## config.mk

```make
export PLATFORM = sky130hd
export DESIGN_NAME = display_color_pipeline
export DESIGN_NICKNAME = d
export VERILOG_FILES = /design/src/rtl/display_color_pipeline.sv
export SDC_FILE = /design/constraint.sdc
export NUM_CORES = 2
export LEC_CHECK = 0
export ABC_AREA = 1
export CAP_MARGIN = 20
export CORE_MARGIN = 3
export CORE_UTILIZATION = 29
export CTS_CLUSTER_DIAMETER = 150
export DETAILED_ROUTE_END_ITERATION = 10
export MAX_ROUTING_LAYER = met4
export PLACE_DENSITY = 0.48
export SYNTH_ARGS = -nofsm -noshare
export SYNTH_HDL_FRONTEND = slang
export SYNTH_SLANG_ARGS = --single-unit
```

## constraint.sdc

```tcl
create_clock -name clk -period 6.6 [get_ports clk]
set_clock_uncertainty 0.2 [all_clocks]
set_input_delay 1.32 -clock clk [delete_from_list [all_inputs] [get_ports clk]]
set_output_delay 1.32 -clock clk [all_outputs]
set_load 0.01 [all_outputs]
```

## src/rtl/display_color_pipeline.sv

```systemverilog
// Gamma + brightness colour pipeline: segments x channels lanes per word, 3 en-qualified stages.
// en=0 freezes all stages (outputs hold); brightness commits only on an accepted first-of-frame word.
module display_color_pipeline #(
    parameter int segments = 2,
    parameter int channels = 3,
    parameter int in_bits  = 8,
    parameter int out_bits = 8
) (
    input  logic                                  clk,
    input  logic                                  rst_n,
    input  logic                                  en,
    input  logic                                  in_valid,
    input  logic                                  in_first,
    input  logic [segments*channels*in_bits-1:0]  pixel,
    input  logic                                  gamma_en,
    input  logic [7:0]                            brightness,
    input  logic                                  brightness_load,
    output logic                                  out_valid,
    output logic                                  out_first,
    output logic [segments*channels*out_bits-1:0] cpixel
);

    localparam int lanes = segments * channels;
    localparam int pw    = lanes * in_bits;
    localparam int ow    = lanes * out_bits;

    if (out_bits < 1 || out_bits > in_bits) begin : g_bad_width
        $error("display_color_pipeline: out_bits must be in 1..in_bits");
    end

    // x*(x+1) >> n tops out at exactly 2^n-1, so the result always fits in n bits.
    function automatic logic [in_bits-1:0] gamma_fn(input logic [in_bits-1:0] x,
                                                    input logic on);
        logic [2*in_bits-1:0] xe;
        logic [2*in_bits-1:0] sq;
        xe = (2*in_bits)'(x);
        sq = xe * xe + xe;
        return on ? in_bits'(sq >> in_bits) : x;
    endfunction

    function automatic logic [out_bits-1:0] scale_fn(input logic [in_bits-1:0] g,
                                                     input logic [7:0] b);
        logic [in_bits+8:0] ge;
        logic [in_bits+8:0] be;
        logic [in_bits+8:0] prod;
        logic [in_bits-1:0] s;
        ge   = (in_bits+9)'(g);
        be   = (in_bits+9)'(b) + (in_bits+9)'(1);
        prod = ge * be;
        s    = in_bits'(prod >> 8);
        return out_bits'(s >> (in_bits - out_bits));
    endfunction

    logic [7:0] bright_pend;
    logic       pend_flag;
    logic [7:0] bright_act;
    logic       commit;
    logic [7:0] b_tag;

    // The committing word itself must see the new value, hence the bypass.
    assign commit = en & in_valid & in_first & pend_flag;
    assign b_tag  = commit ? bright_pend : bright_act;

    always_ff @(posedge clk or negedge rst_n) begin
        if (!rst_n) begin
            bright_pend <= 8'hFF;
            pend_flag   <= 1'b0;
            bright_act  <= 8'hFF;
        end else begin
            if (brightness_load) begin
                bright_pend <= brightness;
                pend_flag   <= 1'b1;
            end else if (commit) begin
                pend_flag <= 1'b0;
            end
            if (commit) begin
                bright_act <= bright_pend;
            end
        end
    end

    logic          s1_valid;
    logic          s1_first;
    logic [pw-1:0] s1_pix;
    logic [7:0]    s1_b;
    logic          s1_gamma;

    logic          s2_valid;
    logic          s2_first;
    logic [pw-1:0] s2_g;
    logic [7:0]    s2_b;

    logic [pw-1:0] gamma_out;
    logic [ow-1:0] scale_out;

    always_comb begin
        gamma_out = '0;
        for (int l = 0; l < lanes; l++) begin
            gamma_out[l*in_bits +: in_bits] = gamma_fn(s1_pix[l*in_bits +: in_bits], s1_gamma);
        end
    end

    always_comb begin
        scale_out = '0;
        for (int l = 0; l < lanes; l++) begin
            scale_out[l*out_bits +: out_bits] = scale_fn(s2_g[l*in_bits +: in_bits], s2_b);
        end
    end

    always_ff @(posedge clk or negedge rst_n) begin
        if (!rst_n) begin
            s1_valid  <= 1'b0;
            s1_first  <= 1'b0;
            s1_pix    <= '0;
            s1_b      <= 8'h00;
            s1_gamma  <= 1'b0;
            s2_valid  <= 1'b0;
            s2_first  <= 1'b0;
            s2_g      <= '0;
            s2_b      <= 8'h00;
            out_valid <= 1'b0;
            out_first <= 1'b0;
            cpixel    <= '0;
        end else if (en) begin
            s1_valid  <= in_valid;
            s1_first  <= in_valid & in_first;
            s1_pix    <= pixel;
            s1_b      <= b_tag;
            s1_gamma  <= gamma_en;
            s2_valid  <= s1_valid;
            s2_first  <= s1_first;
            s2_g      <= gamma_out;
            s2_b      <= s1_b;
            out_valid <= s2_valid;
            out_first <= s2_first;
            cpixel    <= scale_out;
        end
    end

endmodule

```

==> summary.txt <==
Part of the Yosys area used for sequential elements: 0.142
Setup TNS: 0 ns
Vias in the first global route: 28.2k
Hold Crit Class: flop to flop
# diodes: 0
WHS Path Cells: 2
GRT overflow: 0
Mapped cell area: 32500 um^2
Final Hold Viols: 0
Clk pin slew, worst setup/hold paths: 0.09 ns
Internal power: 0.00559 W
I/O pin cnt: 113
Yosys reg bits: 184
Area Overhead vs Synth: 10.1%
Power consumption: 0.0127 W
Final setup violation count: 0
Main combinational cell family by area after synthesis: adder cells
Async S/R FF share, synth: 1.00
Die area: 116000 um^2
Final GP Congestion: 0.846
Clock buffer depth: 2
Synth Warn #: 0
Slew @ Worst Pin: 0.843 ns
Placed cell areas: 35200 um^2
Peak Freq: 173 MHz
Sw Ratio: 0.560
PD cells: 354 nW/um^2
Num CTS Buffers: 17
Initial DRT Pass Iterations: 4
Leak pwr: 20.7 nW
Core ar.: 111000 um^2
Maxcap violations: 0
Synth Area in Adders: 0.413
Total number of vias: 26.6k
Syn avg cell area: 7.28 um^2
Unrepaired setup endpoints after global routing: no
Mapped Nets: 5349
Die width: 341 um
Root Driver: clkbuf_16
Clock latency on the worst-skew pair: 0.55 ns
Flop pwr share: 0.140
Largest net degree at the start of global routing: 89
Outcome: complete, no violations
R2R depth: 21
Period utilization: 0.877
Number of port buffers: 112
Layout cells sized above 1: 0.0211
Synth Flop Type: dfrtp_1
DRT Wirelength: 86700 um
Hold Startpoint: s1_valid
RR Endpoint: cpixel[46]
Number of synthesized flops with an enable pin: 0
Clk sink count: 184
Worst R2R Setup Slack: 0.81 ns
Synth unique cells: 35
CP max FO: 34
Design area: 35800 um^2
XOR/XNOR Fraction of Synth Area: 0.0159
Tot GR Track Use: 0.162
Initial antenna violation count: 1
First-pass GRT wire length: 147000 um
Synth Area in Compound Gates: 0.0642
Vias per cell: 4.44
Switching power: 0.00711 W
Crit Path Class: flop to flop
Wire per inst: 14.5 um
Hpwl dp: 69200 um
Dpl cells: 5960
# nets final: 5369
Critical Path AT: 6.02 ns
Hold-critical path endpoint: s1_valid
Fillers: 12.1k
Crit Reg-Reg Startpoint: s2_b[0]
Final Non-Filler Cells: 5992
Synth Area in Simple Gates: 0.225
Final ANT Viol Nets: 0
Slew headroom: 0.437
Period minus WS final: 5.79 ns
Setup crit start kind: flop
Die Y: 341 um
Resized Gates After CTS: 0
Std-Cell Rows: 122
CP required: 6.83 ns
Comb power frac: 0.765
Mapped Cells: 4471
Setup repair bufs after CTS: 0
DRC errors left: 0
Setup crit end kind: flop
Max Slew Vio Count: 0
H-Tree Level Count: 4
Mux contribution to synthesized area: 0
Max VDD drop: 0.227 mV
Hold Buf Count CTS: 0
Clk pwr share: 0.095
Initial DRC count: 1189
Initial Util: 0.293
TritonCTS clock tree: yes
-- sequential cells by signal (all words and copies together) (netlist names), 8 cells and up --
signal	flops
s1_pix	48
cpixel	48
bright_act	8
s1_b	8
s2_b	8
s2_g	48
bright_pend	8
-- critical path, cell delays in order, from the launching register on --
cell and delay (ns):
dfrtp_1 0.35, buf_4 0.42, inv_4 0.21, nor3_4 0.23, or2_2 0.13, nand2_1 0.05, inv_1 0.62, nand2_1 0.14
fa_1 0.49, fa_1 0.54, inv_1 0.05, fa_1 0.48, inv_1 0.06, fa_1 0.48, inv_1 0.05, ha_1 0.30
a21oi_1 0.26, o21ai_0 0.16, a21oi_1 0.20, nand3_1 0.10, nand3_1 0.08, nand2_1 0.06
-- layout make-up --
type / count / area (um^2) / area share
clock buffer: 17 / 425 / 0.0119
clock inverter: 15 / 228 / 0.00635
inverter: 1056 / 3970 / 0.111
multi-input combinational: 3097 / 23400 / 0.652
sequential: 184 / 4630 / 0.129
tap: 1488 / 1860 / 0.0519
timing repair buffer: 135 / 1350 / 0.0377
-- layer usage --
metal,share of wire,up-vias,GRT usage
met5,0,-,-
met4,0.022,0,0.0424
met3,0.031,68,0.0205
met2,0.48,339,0.274
met1,0.47,12768,0.205
li1,-,13429,-
-- cells in the mapped netlist, types with 2 or more instances --
master	n	area [um^2]
nand2_1	1099	4130
inv_1	1049	3940
nor2_1	433	1630
fa_1	432	8650
ha_1	383	4790
nand3_1	210	1050
a21oi_1	184	921
o21ai_0	177	886
dfrtp_1	168	4200
clkbuf_1	84	315
xnor2_1	33	289
buf_2	28	140
nand4_1	26	163
xor2_1	26	228
nand3b_1	19	143
a21o_1	16	120
dfstp_2	16	420
buf_1	13	48.8
nor3_1	13	65.1
o21a_1	12	90.1
or2_2	11	68.8
buf_4	7	52.6
o21bai_1	7	52.6
inv_2	4	15.0
o21ai_1	4	20.0
nor4_1	3	18.8
and2_1	2	12.5
buf_6	2	22.5
inv_4	2	12.5
nand2b_1	2	12.5
nor2_2	2	12.5
-- through the flow --
stage | utilization | setup WS (ns) | hold slack [ns]
global placement | 0.317 | 0.921 | 0.265
detailed placement | 0.317 | 0.874 | 0.264
CTS | 0.323 | 0.827 | 0.288
finish | 0.323 | 0.812 | 0.283
floorplan | - | 1.73 | 0.242
global route | 0.323 | 0.424 | 0.304
-- how the worst max path moves through the flow --
stage / slack, ns / end / start
final: 0.81 / cpixel[46] / s2_b[0]
after CTS: 0.83 / cpixel[46] / s2_b[0]
after detailed placement: 0.87 / cpixel[38] / s2_b[0]
after floorplan: 1.73 / cpixel[23] / s2_b[0]
after global placement: 0.92 / cpixel[46] / s2_b[0]
after global routing: 0.42 / cpixel[46] / s2_b[0]
-- logic make-up after synthesis --
kind of cell / after synthesis
and+or+nand+nor: 1823
buffers and inverters: 1190
adders and majority gates: 815
AOI/OAI and AO/OA: 400
DFF: 184
xor gates and xnor gates: 59
-- power by group through the flow --
stage	Combinational [W]	Sequential (W)	Clock, W
finish	0.00972	0.00177	0.00121
global placement	0.00978	0.00182	0
global route	0.0115	0.00182	0.00130
CTS	0.00988	0.00179	0.00127
floorplan	0.00734	0.00163	0
detailed placement	0.00977	0.00180	0
-- cell usage in the layout, fill, tap and decap left out, types with 2 or more instances in the layout --
cell,count
inv_4,2
clkinv_8,7
nand2b_1,2
inv_6,3
dfrtp_1,167
nand2_1,1098
xnor2_1,33
nand3_1,210
xor2_1,26
clkdlybuf4s50_1,110
nor2_1,433
nand3b_1,19
inv_12,4
and2_1,2
o21a_1,12
o21bai_1,7
a21o_1,16
o21ai_0,177
nor4_1,3
ha_1,383
a21oi_1,184
nor3_1,13
inv_1,1049
o21ai_1,4
buf_12,4
fa_1,432
nand4_1,26
inv_2,3
dfstp_2,16
nor2_2,2
clkbuf_16,17
buf_4,19
or2_2,11
Note: power is estimated with default switching activity, not from simulation.
